**src/rtl/pipe_hazard_ctrl.sv**
```systemverilog
// pipe_hazard_ctrl: PC/IF-ID/ID-EX enable and flush sequencing for branches, load-use and multicycle EX ops.
// Optional perf counters built when PIPE_CTRL_PERF_EN is defined.
module pipe_hazard_ctrl #(
    parameter int REG_W      = 4,
    parameter int MC_TIMEOUT = 64
) (
    input  logic             clk,
    input  logic             rst,
    input  logic [REG_W-1:0] id_rs1,
    input  logic [REG_W-1:0] id_rs2,
    input  logic             id_uses_rs1,
    input  logic             id_uses_rs2,
    input  logic [REG_W-1:0] ex_rd,
    input  logic             ex_mem_read,
    input  logic             ex_reg_write,
    input  logic             ex_branch_taken,
    input  logic             mc_start,
    input  logic             mc_done,
    output logic             pc_en,
    output logic             ifid_en,
    output logic             idex_en,
    output logic             ifid_flush,
    output logic             idex_flush,
    output logic             mc_err,
    output logic [15:0]      stall_cnt,
    output logic [15:0]      flush_cnt
);
    localparam int CW = $clog2(MC_TIMEOUT);
    localparam logic [CW-1:0] LAST = CW'(MC_TIMEOUT - 1);

    typedef enum logic {RUN, MC_WAIT} state_t;

    state_t        state, state_nxt;
    logic [CW-1:0] wait_cnt, wait_nxt;
    logic          err_nxt;
    logic          lu;

    assign lu = ex_mem_read & ex_reg_write & (ex_rd != '0) &
                ((id_uses_rs1 & (id_rs1 == ex_rd)) | (id_uses_rs2 & (id_rs2 == ex_rd)));

    always_comb begin
        pc_en      = 1'b1;
        ifid_en    = 1'b1;
        idex_en    = 1'b1;
        ifid_flush = 1'b0;
        idex_flush = 1'b0;
        state_nxt  = state;
        wait_nxt   = wait_cnt;
        err_nxt    = mc_err;
        if (rst) begin
            {pc_en, ifid_en, idex_en, ifid_flush, idex_flush} = 5'b00011;
        end else if (state == RUN) begin
            if (ex_branch_taken) begin
                ifid_flush = 1'b1;
                idex_flush = 1'b1;
            end else if (mc_start) begin
                if (!mc_done) begin
                    {pc_en, ifid_en, idex_en} = 3'b000;
                    state_nxt = MC_WAIT;
                    wait_nxt  = '0;
                end
            end else if (lu) begin
                {pc_en, ifid_en, idex_flush} = 3'b001;
            end
        end else if (mc_done) begin
            state_nxt = RUN;
        end else if (wait_cnt == LAST) begin
            // watchdog: release the pipe and squash the stuck op
            idex_flush = 1'b1;
            err_nxt    = 1'b1;
            state_nxt  = RUN;
        end else begin
            {pc_en, ifid_en, idex_en} = 3'b000;
            wait_nxt = wait_cnt + CW'(1);
        end
    end

    always_ff @(posedge clk or posedge rst) begin
        if (rst) begin
            state    <= RUN;
            wait_cnt <= '0;
            mc_err   <= 1'b0;
        end else begin
            state    <= state_nxt;
            wait_cnt <= wait_nxt;
            mc_err   <= err_nxt;
        end
    end

`ifdef PIPE_CTRL_PERF_EN
    always_ff @(posedge clk or posedge rst) begin
        if (rst) begin
            stall_cnt <= '0;
            flush_cnt <= '0;
        end else begin
            if (!pc_en && stall_cnt != 16'hFFFF)
                stall_cnt <= stall_cnt + 16'd1;
            if (state == RUN && ex_branch_taken && flush_cnt != 16'hFFFF)
                flush_cnt <= flush_cnt + 16'd1;
        end
    end
`else
    assign stall_cnt = '0;
    assign flush_cnt = '0;
`endif
endmodule

```
**config.mk**
```make
export PLATFORM = sky130hd
export DESIGN_NAME = pipe_hazard_ctrl
export DESIGN_NICKNAME = d
export VERILOG_FILES = /design/src/rtl/pipe_hazard_ctrl.sv
export SDC_FILE = /design/constraint.sdc
export NUM_CORES = 1
export LEC_CHECK = 0
export CAP_MARGIN = 20
export CORE_MARGIN = 2
export CORE_UTILIZATION = 38
export DETAILED_ROUTE_END_ITERATION = 8
export MAX_ROUTING_LAYER = met4
export PLACE_DENSITY = 0.95
export SYNTH_ARGS = -nofsm -noshare
export SYNTH_HDL_FRONTEND = slang
export SYNTH_SLANG_ARGS = --single-unit
```
**constraint.sdc**
```tcl
create_clock -name clk -period 7.75 [get_ports clk]
set_input_delay 2.325 -clock clk [delete_from_list [all_inputs] [get_ports clk]]
set_output_delay 2.325 -clock clk [all_outputs]
set_load 0.02 [all_outputs]
```
# Yosys cells after proc, flatten, opt, wreduce, memory -nomap -nowiden
# Cells that the tools add are included.
totals:
  input_bits: 21
  mem_count: 0
  regBits: 8
  mem_bits_ro: 0
  latchBits: 0
  ramBits: 0
classes:
  eq_ne: 5
  multipliers: 0
  n_div: 0
  magnitude_cmp: 0
  muxes: 33
  shifts: 0
  n_bitwise: 8
  add_sub_neg: 1
  reduce_logical: 4
ops:
  columns: ["operator", "count"]
  rows:
  - ["two-way mux 6 bit", 6]
  - ["two-way mux 1 bit", 27]
  - ["equality test 4 bit", 2]
  - ["adder 6 x 1 -> 6 bit, second input constant", 1]
  - ["equality test 6 bit, second input constant", 1]
  - ["AND 1 bit", 5]
  - ["AND reduction 5 bit", 1]
  - ["AND reduction 4 bit", 1]
  - ["nonzero test 4 bit", 1]
  - ["inequality test 2 x 1 -> 1 bit, second input constant", 1]
  - ["inequality test 2 bit, second input constant", 1]
  - ["inverter 1 bit", 2]
  - ["nonzero test 2 bit", 1]
  - ["bitwise OR 1 bit", 1]

# Longest topological paths before layout
logic_depth:
  depth_word: 9
  mapped_depth: 6
  depth_no_buf: 5

# Worst setup path after synthesis
# No wires, ideal clock.
synth_path:
  path_type: "input -> output"
  from: "input port ex_rd[0]"
  to: "output port pc_en"
  cell_stages: 5
  t_required_ps: 5425
  arrival_time_ps: 3946
  slack_ps: 1479
  path_buffers: 1
  cell_sequence: "or4_1 -> nand4_1 -> o22ai_1 -> a211oi_1 -> buf_4"
synth_between:
  elab_chain_cells: 9
  word_cells_on_any_way: 13
synth_rtl:
  columns: ["element", "line", "source"]
  rows:
  - ["start, declared", "13", "input logic [REG_W-1:0] ex_rd,"]
  - ["equality test 4 bit", "39", "((id_uses_rs1 & (id_rs1 == ex_rd)) | (id_uses_rs2 & (id_rs2 == ex_rd)));"]
  - ["AND 1 bit", "39", null]
  - ["bitwise OR 1 bit", "39", null]
  - ["AND 1 bit (*)", "38", "assign lu = ex_mem_read & ex_reg_write & (ex_rd != '0) &"]
  - ["two-way mux 1 bit (*) (5 in series)", null, null]
  - ["end, declared", "19", "output logic pc_en,"]
# Every way passes the cells marked *; elsewhere a longest branch is shown, timed or not.

# Worst setup path in the final report
layout_path:
  from: "input port ex_rd[0]"
  to: "output port pc_en"
layout_between:
  elab_chain_cells: 9
  word_cells_on_any_way: 13
layout_rtl:
  columns: ["element", "line", "source"]
  rows:
  - ["equality test 4 bit", "39", null]
  - ["AND 1 bit", "39", null]
  - ["bitwise OR 1 bit", "39", null]
  - ["AND 1 bit (*)", "38", null]
  - ["two-way mux 1 bit (*)", "62", "end else if (lu) begin"]
  - ["two-way mux 1 bit (*)", "56", "end else if (mc_start) begin"]
  - ["two-way mux 1 bit (*)", "53", "if (ex_branch_taken) begin"]
  - ["two-way mux 1 bit (*)", "52", "end else if (state == RUN) begin"]
  - ["two-way mux 1 bit (*)", "50", "if (rst) begin"]
# Marks and branches as above.

==> reports/results.md <==
| Parameter | Reported | Unit |
|---|---|---|
| Number of flip-flops and latches in the synthesized netlist | 8 | - |
| Quantity of gates resized following cts | 0 | - |
| Worst Path Required | 5.43 | ns |
| Master cell of the clock root buffer | sky130_fd_sc_hd__clkbuf_4 | - |
| Commonest cells in the synthesized netlist | sky130_fd_sc_hd__buf_4 (33), sky130_fd_sc_hd__dfrtp_1 (8), sky130_fd_sc_hd__xnor2_1 (8) | - |
| Setup crit start kind | primary input | - |
| Number of synthesized flops with an enable pin | 0 | - |
| Leakage | 0.471 | nW |
| Antenna Diode Count | 0 | - |
| Highest-delay cell along the critical path | sky130_fd_sc_hd__clkdlybuf4s50_1 | - |
| Total vias in the final route | 725 | - |
| Pre-CTS worst setup slack | 0.889 | ns |
| Flop2flop setup slack | 5.63 | ns |
| Worst Reg2Reg Path Length in Cells | 4 | - |
| DRT Pass-1 Iters | 4 | - |
| Buffers and inverters on the worst path | 2 | - |
| Share of the synthesized area in the top cell type | 0.279 | - |
| Count of standard-cell rows | 17 | - |
| Achievable frequency | 0.146 | GHz |
| # H-tree levels | 1 | - |
| Worst Tran Pin Value | 0.540 | ns |
| Dominant cell type by count on the critical path | sky130_fd_sc_hd__clkdlybuf4s50_1 | - |
| Startpoint of the lowest-slack hold path | mc_err$_DFFE_PP0P_ | - |
| Number of buffers added to fix hold violations after cts | 0 | - |
| Post-synthesis cell type with the largest combined area | sky130_fd_sc_hd__buf_4 | - |
| Crit path time final | 6.85 | ns |
| Yosys warnings | 0 | - |
| Maximum buffer depth of the clock tree | 2 | - |
| Finished Layout Cells | 159 | - |
| Pwr Density | 136 | nW/um^2 |
| Vias in the first global route | 690 | - |
| Post-detailed-placement half-perimeter wirelength | 1.52 | mm |
| Worst slew margin | 0.639 | - |
| Clock skew | 0.00641 | ns |
| Count of input and output buffers | 26 | - |
| Synth cell types | 27 | - |
| Type of element capturing the critical path | output port | - |
| Worst VDD drop | 0.0863 | mV |
| Status | completed | - |
| Final count of pins violating max slew | 0 | - |
| Critical Path, Cell by Cell | clkdlybuf4s50_1 > or4_1 > nand4_1 > o22ai_1 > a211oi_1 > clkdlybuf4s50_1 | - |
| Final core occ | 0.481 | - |
| Nets@finish | 155 | - |
| Grt ovf | 0 | - |
| Source-to-sink clock delay at the later pin of the worst-skew pair | 0.26 | ns |
| Number of placed I/O pins | 59 | - |
| Placed Area | 1040 | sq um |
| Post-synthesis to final-layout area growth | 20.0 | % |
| Setup_tns | 0 | ns |
| Die span in y | 52.3 | microns |
| Core Area | 2210 | sq um |
| Overall power after layout | 0.145 | mW |
| Layout Cell Area excl Fill | 1060 | sq um |
| Worst min-delay path category | reg -> reg | - |
| Number of buffers created by CTS | 3 | - |
| Worst setup path start | ex_rd[0] | - |
| Worst hold margin | 0.468 | ns |
| CTS sink count | 8 | - |
| Starting Density | 0.401 | - |
| Starting DRC count in detailed routing | 4 | - |
| Max FO, Critical Path | 3 | - |
| Largest net degree at the start of global routing | 18 | - |
| WL per Instance | 11.0 | microns |
| Clock transition at the registers of the reported paths | 0.05 | ns |
| Reg2Reg Launch Point | state$_DFFE_PP0N_ | - |
| Post-placement cell count | 156 | - |
| Met2 track utilization from global routing | 0.250 | - |
| Number of antenna-violating nets in the routed design | 0 | - |
| Hold depth | 1 | - |
| Synth Cell Area | 887 | sq um |
| Number of hold violations in the final report | 0 | - |
| Most common cell in the netlist | sky130_fd_sc_hd__buf_4 | - |
| Final period utilization | 0.883 | - |
| Final setup violation count | 0 | - |
| Layout cell share with drive strength beyond 1 | 0.0458 | - |
| Reg-to-Reg End | wait_cnt[3]$_DFFE_PP0P_ | - |
| Synth top area cells | sky130_fd_sc_hd__buf_4 (28%), sky130_fd_sc_hd__dfrtp_1 (23%), sky130_fd_sc_hd__xnor2_1 (7.9%) | - |
| Wire length of the first global-routing pass | 2.84 | mm |
| Critical path's largest stage delay | 0.66 | ns |
| Worst-case setup margin in the final layout | 0.905 | ns |
| Post-CTS setup-driven buffer insertion count | 0 | - |
| Setup repair after global routing missed its margin | false | - |
| Fraction of the yosys area taken by sequential cells | 0.226 | - |
| Gate Count Post-Synth | 106 | - |
| Overall global routing resource usage | 0.147 | - |
| Family of cells with the greatest summed delay on the critical path | buffers and inverters | - |
| Weighted congestion reported at the end of routability-driven placement | 0.827 | - |
| Max Cap Viol | 0 | - |
| GR Layer Usage met1 | 0.151 | - |
| Remaining routing DRC violations | 0 | - |
| Met3 Track Usage GR | 0.0486 | - |
| Arrival time reported for the critical path endpoint | 4.52 | ns |
| Most heavily used metal layer in global routing | met2 | - |
| Clock tree from TritonCTS | built | - |
| Die span in x | 52.3 | microns |
| Antenna violations before repair | 0 | - |
| Post-Synthesis Mean Instance Area | 8.37 | sq um |
| Kind of critical path | in -> out | - |
| Die footprint | 2740 | sq um |
| Share of synthesized flip-flops with an asynchronous set or reset | 1.00 | - |
| Most frequently used flop master after synthesis | sky130_fd_sc_hd__dfrtp_1 | - |
| End of the worst hold path | mc_err$_DFFE_PP0P_ | - |
| Detailed Route WL | 1.75 | mm |
| Routed vias/inst | 4.56 | - |
==> worst register-to-register path, stage by stage, from the launching register on <==
cell	delay [ns]
sky130_fd_sc_hd__dfrtp_1	0.64
sky130_fd_sc_hd__nor2_1	0.10
sky130_fd_sc_hd__or4_1	0.63
sky130_fd_sc_hd__a2111oi_2	0.45
sky130_fd_sc_hd__mux2i_1	0.23
==> worst max path at each step <==
stage	endpoint	slack, ns	depth (start not counted)
floorplan	pc_en	1.48	5
global placement	pc_en	0.94	6
global route	ifid_en	0.75	6
detailed placement	pc_en	0.89	6
finish	pc_en	0.90	6
CTS	pc_en	0.89	6
==> layout make-up <==
cell class	instances	area (sq um)
fillers	221	1150
flip-flops and latches	8	200
inverters	5	18.8
clock buffers	3	22.5
well taps	28	35.0
repair buffers	26	260
multi-input cells	89	528
==> where the power goes <==
group | total, mW | switching, mW | internal [mW]
combinational | 0.0591 | 0.0337 | 0.0254
sequential | 0.0543 | 0.00688 | 0.0474
clock | 0.0313 | 0.0136 | 0.0177
total | 0.145 | 0.0542 | 0.0905
==> state kept, by name, summed over array words and instances (netlist names) <==
| name | flops |
|---|---|
| wait_cnt | 6 |
| mc_err | 1 |
| state | 1 |
==> cell usage in the layout, fill, tap and decap left out, types with 4 or more instances in the layout <==
master,instances
sky130_fd_sc_hd__nand2b_1,5
sky130_fd_sc_hd__clkdlybuf4s50_1,26
sky130_fd_sc_hd__xnor2_1,8
sky130_fd_sc_hd__conb_1,32
sky130_fd_sc_hd__nand2_1,5
sky130_fd_sc_hd__nand3_1,5
sky130_fd_sc_hd__inv_1,5
sky130_fd_sc_hd__dfrtp_1,8
sky130_fd_sc_hd__mux2i_1,4
==> per-layer routing <==
layer  vias up  part of all wire
met2        36              0.52
met5         -                 0
met1       328              0.37
li1        355                 -
met3         6             0.070
met4         0             0.032
==> logic make-up after synthesis <==
group,after synthesis,synth area share
other,1,0.00423
AND/OR/NAND/NOR,27,0.169
adder cells (fa/ha/maj),1,0.0141
flip-flops,8,0.226
AO/OA/AOI/OAI,16,0.140
buffers and inverters,40,0.310
multiplexers,5,0.0578
XOR/XNOR,8,0.0790
No activity file was read; power rests on OpenSTA's default activity.
